File: src/rtl/io_input_port.sv
// Memory-mapped input port: synchronized, debounced switches/buttons with sticky press flags and an event counter.
// Latency: pin to level 2+DEBOUNCE_CYCLES clk cycles; register read data and rd_valid one cycle after rd_en.
// Backpressure: none; one read is accepted every cycle. Optional IO_IRQ_EN macro adds a registered irq output.
module io_input_port #(
    parameter int          NUM_SW          = 8,
    parameter int          NUM_BTN         = 4,
    parameter int          DEBOUNCE_CYCLES = 1000000,
    parameter logic [31:0] BASE_ADDR       = 32'h0000_0100
) (
    input  logic               clk,
    input  logic               reset,
    input  logic [NUM_SW-1:0]  sw,
    input  logic [NUM_BTN-1:0] btn,
    input  logic               rd_en,
    input  logic [31:0]        rd_addr,
    output logic [31:0]        rd_data,
    output logic               rd_valid
`ifdef IO_IRQ_EN
    ,
    output logic               irq
`endif
);

    localparam int            CW      = $clog2(DEBOUNCE_CYCLES);
    localparam logic [CW-1:0] CNT_MAX = CW'(DEBOUNCE_CYCLES - 1);

    logic [NUM_SW-1:0]  sw_meta, sw_sync, sw_lvl, sw_acc;
    logic [NUM_BTN-1:0] btn_meta, btn_sync, btn_lvl, btn_acc, btn_rise;
    logic [CW-1:0]      sw_cnt  [NUM_SW];
    logic [CW-1:0]      btn_cnt [NUM_BTN];
    logic [NUM_BTN-1:0] pending;
    logic [15:0]        evt_count;
    logic [5:0]         rise_cnt;
    logic               addr_hit;
    logic               evt_rd;
    logic [31:0]        rd_mux;
    logic               unused_addr_bits;

    // Byte offset within a word does not affect decode.
    assign unused_addr_bits = ^rd_addr[1:0];

    // Two-flop synchronizers for the asynchronous pins.
    always_ff @(posedge clk) begin
        if (!reset) begin
            sw_meta  <= '0;
            sw_sync  <= '0;
            btn_meta <= '0;
            btn_sync <= '0;
        end else begin
            sw_meta  <= sw;
            sw_sync  <= sw_meta;
            btn_meta <= btn;
            btn_sync <= btn_meta;
        end
    end

    // Per-bit acceptance: a differing bit whose counter has reached its final count takes the new level this edge.
    always_comb begin
        sw_acc   = '0;
        btn_acc  = '0;
        rise_cnt = '0;
        for (int i = 0; i < NUM_SW; i++) begin
            sw_acc[i] = (sw_sync[i] != sw_lvl[i]) && (sw_cnt[i] == CNT_MAX);
        end
        for (int i = 0; i < NUM_BTN; i++) begin
            btn_acc[i] = (btn_sync[i] != btn_lvl[i]) && (btn_cnt[i] == CNT_MAX);
        end
        btn_rise = btn_acc & btn_sync;
        for (int i = 0; i < NUM_BTN; i++) begin
            rise_cnt = rise_cnt + 6'(btn_rise[i]);
        end
    end

    // Switch debounce: count consecutive differing cycles, restart whenever the input agrees with the level.
    always_ff @(posedge clk) begin
        if (!reset) begin
            sw_lvl <= '0;
            for (int i = 0; i < NUM_SW; i++) sw_cnt[i] <= '0;
        end else begin
            for (int i = 0; i < NUM_SW; i++) begin
                if (sw_sync[i] == sw_lvl[i]) begin
                    sw_cnt[i] <= '0;
                end else if (sw_acc[i]) begin
                    sw_cnt[i] <= '0;
                    sw_lvl[i] <= sw_sync[i];
                end else begin
                    sw_cnt[i] <= sw_cnt[i] + 1'b1;
                end
            end
        end
    end

    // Button debounce, same scheme as the switches.
    always_ff @(posedge clk) begin
        if (!reset) begin
            btn_lvl <= '0;
            for (int i = 0; i < NUM_BTN; i++) btn_cnt[i] <= '0;
        end else begin
            for (int i = 0; i < NUM_BTN; i++) begin
                if (btn_sync[i] == btn_lvl[i]) begin
                    btn_cnt[i] <= '0;
                end else if (btn_acc[i]) begin
                    btn_cnt[i]  <= '0;
                    btn_lvl[i] <= btn_sync[i];
                end else begin
                    btn_cnt[i] <= btn_cnt[i] + 1'b1;
                end
            end
        end
    end

    // Register window decode; a BTN_EVT read returns pre-edge flags.
    always_comb begin
        addr_hit = (rd_addr[31:4] == BASE_ADDR[31:4]);
        rd_mux   = '0;
        if (addr_hit) begin
            case (rd_addr[3:2])
                2'd0:    rd_mux = 32'(sw_lvl);
                2'd1:    rd_mux = 32'(btn_lvl);
                2'd2:    rd_mux = 32'(pending);
                default: rd_mux = {16'b0, evt_count};
            endcase
        end
        evt_rd = rd_en && addr_hit && (rd_addr[3:2] == 2'd2);
    end

    // Sticky press flags and wrapping press counter; a press on the clearing edge survives the clear.
    always_ff @(posedge clk) begin
        if (!reset) begin
            pending   <= '0;
            evt_count <= '0;
        end else begin
            pending   <= (evt_rd ? '0 : pending) | btn_rise;
            evt_count <= evt_count + 16'(rise_cnt);
        end
    end

    // Read response register: data holds until the next read, valid pulses once per read.
    always_ff @(posedge clk) begin
        if (!reset) begin
            rd_data  <= '0;
            rd_valid <= 1'b0;
        end else begin
            rd_valid <= rd_en;
            if (rd_en) rd_data <= rd_mux;
        end
    end

`ifdef IO_IRQ_EN
    // Level interrupt while any press flag is pending.
    always_ff @(posedge clk) begin
        if (!reset) irq <= 1'b0;
        else        irq <= |pending;
    end
`endif

endmodule

File: config.mk
export PLATFORM = sky130hd
export DESIGN_NAME = io_input_port
export DESIGN_NICKNAME = d
export VERILOG_FILES = /design/src/rtl/io_input_port.sv
export SDC_FILE = /design/constraint.sdc
export NUM_CORES = 1
export LEC_CHECK = 0
export ABC_AREA = 1
export BUFFER_PORTS_ARGS = -buffer_cell sky130_fd_sc_hd__buf_2
export CORE_ASPECT_RATIO = 2
export CORE_MARGIN = 4
export CORE_UTILIZATION = 60
export CTS_CLUSTER_DIAMETER = 100
export CTS_CLUSTER_SIZE = 25
export DETAILED_ROUTE_END_ITERATION = 8
export GPL_TIMING_DRIVEN = 0
export PLACE_DENSITY_LB_ADDON = 0.05
export SETUP_SLACK_MARGIN = 0.15
export SYNTH_ARGS = -nofsm -noshare
export SYNTH_HDL_FRONTEND = slang
export SYNTH_SLANG_ARGS = --single-unit
File: constraint.sdc
create_clock -name clk -period 6.1 [get_ports clk]
set_input_delay 0 -clock clk [delete_from_list [all_inputs] [get_ports clk]]
set_output_delay 0 -clock clk [all_outputs]
set_load 0.05 [all_outputs]
# --- Word-level counts from Yosys, hierarchy flattened ---
# Memory sizes are Yosys's and may differ from the RTL's.
# Index checks and enable logic that the tools add are counted.
totals:
  ram_bits: 240
  output_inout_bits: 33
  mem_count: 2
  wordCells: 326
  register_bits: 89
  inputBits: 47
op_classes:
  eq_ne: 39
  n_bitwise: 50
  mux: 172
  addsub: 16
  reduce_logical: 27
memory_table:
  columns: ["memory", "words", "word_bits", "rd", "rd_ports_with_merged_regs", "write_ports", "line_no", "rtl"]
  rows:
  - ["sw_cnt", 8, 20, 8, 0, 8, "29", "logic [CW-1:0] sw_cnt [NUM_SW];"]
  - ["btn_cnt", 4, 20, 4, 0, 4, "30", "logic [CW-1:0] btn_cnt [NUM_BTN];"]
ops:
  columns: ["operator", "n"]
  rows:
  - ["2-to-1 mux 20 bit", 36]
  - ["adder 20 x 1 -> 20 bit (second input constant)", 12]
  - ["== test 20 bit (second input constant)", 12]
  - ["2-to-1 mux 1 bit", 133]
  - ["case mux 16 bit (3 select lines)", 1]
  - ["OR 1 bit", 36]
  - ["== test 28 x 5 -> 1 bit (second input constant)", 1]
  - ["AND reduction 2 bit", 12]
  - ["adder 16 x 4 -> 16 bit", 1]
  - ["2-to-1 mux 16 bit", 1]
  - ["logical AND 1 bit", 14]
  - ["== test 1 bit", 12]
  - ["inequality test 1 bit", 12]
  - ["inverter 1 bit", 12]
  - ["adder 3 x 1 -> 4 bit", 1]
  - ["bitwise AND 4 bit", 1]
  - ["2-to-1 mux 4 bit", 1]
  - ["OR 4 bit", 1]
  - ["adder 2 x 1 -> 3 bit", 1]
  - ["adder 1 x 1 -> 2 bit", 1]
  - ["== test 2 x 1 -> 1 bit (second input constant)", 1]
  - ["== test 2 bit (second input constant)", 1]
  - ["zero test 2 bit", 1]

# --- Depth between registers and ports, before layout ---
# An unclocked memory read counts as a cell.
depth:
  ltp_word: 9
  ltp_mapped: 19
  ltp_nobuf: 19

# --- Least setup slack after synthesis ---
# No wires, ideal clock.
synth_path:
  path_type: "register -> register"
  from: "mem btn_cnt[3][0] in the netlist's numbering"
  to: "reg evt_count[12]"
  setup_ps: 113
  path_buffers: 0
  setup_slack_ps: 2892
  path_stages_with_launch: 19
  arrival_ps: 3096
  required_time_ps: 5987
  synth_period_minus_slack_ps: 3208
  cell_sequence: "edfxtp_1 > ha_1 > nand2_1 > nor2_4 > nand2_1 > nor2_1 > nand3_2 > nand3b_1 > fa_1 > inv_1 > fa_1 > inv_1 > fa_1 > nor3_2 > nand2_1 > nor3_1 > nand2_1 > nand2_1 > nor2_1"
synth_rtl:
  columns: ["item", "line_no", "rtl"]
  rows:
  - ["start: declaration", "30", null]
  - ["end signal: assignment", "134", "evt_count <= evt_count + 16'(rise_cnt);"]
  - ["end: declaration", "32", "logic [15:0] evt_count;"]

==> metrics.txt <==
final-report hold violation count=0; TritonRoute pass-1 iters=9; Top Layer Used=met5; number of DRC markers in iteration 0=857; I/O pin count=80; Worst-Margin Slew=between 0.8 and 0.9 ns; full die area=~0.033 mm²; GP Congestion=between 0.9 and 1; most common cell after layout, fill and taps aside=nand2_1; met3 routed WL=1.30 mm; cell taking the most area after synthesis=edfxtp_1; normalized max-slew margin=a little over two fifths; DR WL met2=approximately 22 mm; CTS Buf Count=16; setup violators final=0; Pint=2.99 mW; wl on met1=roughly 15 mm; Crit path arrival time=between 4 and 5 ns; status=complete, but fails checks; Placed Cells=approximately 3000; critical path startpoint category=flop; fin crit period=between 3 and 4 ns; Max-Cap Viols=0; area of the mapped netlist=0.0181 mm²; pwr/cell area=192 mW/mm²; Netlist cell types=45; non-filler cells, final=3009; CP Class=flop to flop; gr ovfl total=0; sequential share of power=62.2%; syn avg cell area=around 8 µm²; Final Max Tran Viols=0; # nets final=between 2000 and 3000; Setup Buffers After CTS=0; setup TNS after final layout=0 ns; Worst-Skew Late Latency=0.53 ns; largest net degree at the start of global routing=27; FF/Latch Area=0.00867 mm²; Area growth syn-to-layout=13.0%; Yosys warnings=0; Setup crit end kind=flop; first-pass GRT wire length=66.8 mm; NetSw=941 µW; Post-synth EDFFs=240; RSZ-0062 raised after global routing=false; multi-input logic area=0.00901 mm²; CTS Sinks=between 300 and 400; final wirelength=40.3 mm; Static Leak=8.17 nW; most frequent cells in the layout=nand2_1 (545), nor2_1 (392), inv_1 (281), conb_1 (256), edfxtp_1 (240); final worst path period share=64.4%; initial antenna violation count=2; detailed placement HPWL=31.3 mm; Fill cells=approximately 2600; cell row count=89; Peak Freq=approximately 250 MHz; H-tree depth=1; WP data required=approximately 6.5 ns; FFs w/ async S/R, synth=0%; Primary FF master, synth=edfxtp_1; Clock Tree Root=clkbuf_16; top-area cell type share of the netlist area=approximately 40%; Reg clk slew, reported paths=0.11 ns; crit-path max FO=6; top post-synthesis cells by area=edfxtp_1 (40%), nand2_1 (11%), nor2_1 (8.1%), dfxtp_1 (8.1%), inv_1 (5.8%); Logic pwr share=7.2%; Vias=15500; worst hold path type=input pin to flop; routed len/inst=13.4 µm; TritonCTS clock tree=done; Synth Register Bits=313; Syn Inst Count=about 2300; CTS Buffer Depth=3; Tot GR Track Use=between 20% and 30%; sequential fraction of the synthesis area=47.9%; share of layout cells above drive strength 1=7.79%; chip width=about 130 µm; Final Skew=0.0335 ns; vias in the first global route=approximately 15000; remaining antenna violation count=0; # hold bufs at CTS=17; Clk network pwr share=30.6%; Resized Gates After CTS=0; failing checks=design-rule violations; Core ar.=between 0.02 and 0.03 mm²; Die Y=254 µm; Switching Fraction=24.0%; Port Buffers=59; DRC viols=3; DR vias/cell=5.14; initial cell density of the core=61.1%; peak supply drop=0.000284 V
==> path summary, 6_finish.rpt <==
path                 startpoint            end  slack [ns]  cells after the start
hold reg to reg     btn_meta[1]    btn_sync[1]        0.41                      2
setup / recovery  btn_cnt[1][0]  evt_count[12]        2.17                     16
hold / removal       rd_addr[4]    rd_data[15]        0.04                      8
setup reg to reg  btn_cnt[1][0]  evt_count[12]        2.17                     16
==> registers in the layout (all words and copies together) (netlist names), 8 cells and up <==
signal,cells
sw_cnt,160
btn_cnt,80
evt_count,16
rd_data,16
sw_lvl,8
sw_meta,8
sw_sync,8
==> stage by stage <==
step / area [µm²] / power, mW / setup WS [ns] / utilization, % / hold slack (ns)
after global placement: 19800 / 2.75 / 2.24 / 66.9 / 0.188
after detailed placement: 19800 / 2.76 / 2.21 / 66.9 / 0.185
after global routing: 20500 / 4.10 / 1.77 / 69.1 / 0.0729
final: 20500 / 3.93 / 2.17 / 69.1 / 0.0419
after floorplan: 19100 / 2.68 / 2.89 / - / 0.0935
after CTS: 20500 / 3.96 / 2.18 / 69.1 / 0.0335
==> layer usage <==
metal,track usage (%),vias up
li1,-,7907
met1,26.6,7142
met2,47.6,336
met3,2.57,90
met4,8.33,2
met5,0,-
==> synth_stat cells (2+ instances only) <==
master	count
nand2_1	545
nor2_1	392
inv_1	281
edfxtp_1	240
a21oi_1	137
nand3_1	128
nand4_1	78
xor2_1	76
dfxtp_1	73
nor3_1	73
o21ai_0	47
nor2_2	24
xnor2_1	24
buf_4	20
nor3_2	20
buf_2	14
nand3_2	14
nand3b_1	14
ha_1	13
or2_0	10
nor2_4	8
nand2_2	7
or2_2	6
clkbuf_1	5
buf_6	4
fa_1	3
inv_2	3
o22ai_1	3
a31oi_1	2
and2_1	2
buf_1	2
clkbuf_2	2
conb_1	2
nor3_4	2
o21ai_1	2
==> power groups by stage <==
stage               logic (mW)  registers [mW]  clock network, mW
floorplan                0.208            2.47                  0
global placement         0.264            2.49                  0
detailed placement       0.269            2.49                  0
CTS                      0.278            2.44               1.24
global route             0.325            2.45               1.32
finish                   0.283            2.44               1.20
==> critical path, cell delays in order, from the launching register on <==
cell,delay [ns]
edfxtp_1,0.45
ha_1,0.32
nand3_1,0.16
nor2_1,0.26
nand3_1,0.17
nand3b_1,0.21
fa_1,0.47
inv_1,0.09
fa_1,0.21
inv_1,0.07
fa_1,0.42
nor3_2,0.43
nand2_1,0.14
nor3_1,0.26
nand2_1,0.08
nand2_1,0.07
nor2_1,0.05
==> kinds of logic (layout without fill, tap and decap cells) <==
| kind of cell | after synthesis | in the layout | share of synthesized area (%) |
|---|---|---|---|
| flip-flops | 313 | 313 | 47.9 |
| XOR/XNOR | 100 | 100 | 4.84 |
| adder cells (fa/ha/maj) | 16 | 16 | 1.23 |
| AND/OR/NAND/NOR | 1328 | 1328 | 32.8 |
| other | 2 | 257 | 0.0415 |
| buffers and inverters | 332 | 436 | 7.64 |
| AO/OA/AOI/OAI | 195 | 195 | 5.54 |
==> final cells by class <==
| type | instances | share of cell area [%] |
|---|---|---|
| buffer | 48 | 1.55 |
| timing repair buffer | 76 | 2.27 |
| tap | 364 | 2.23 |
| sequential | 313 | 42.4 |
| clock inverter | 1 | 0.0795 |
| multi-input combinational | 1895 | 44.0 |
| antenna | 1 | 0.0122 |
| inverter | 284 | 5.21 |
| clock buffer | 27 | 2.26 |
No activity file was read; power rests on OpenSTA's default activity.
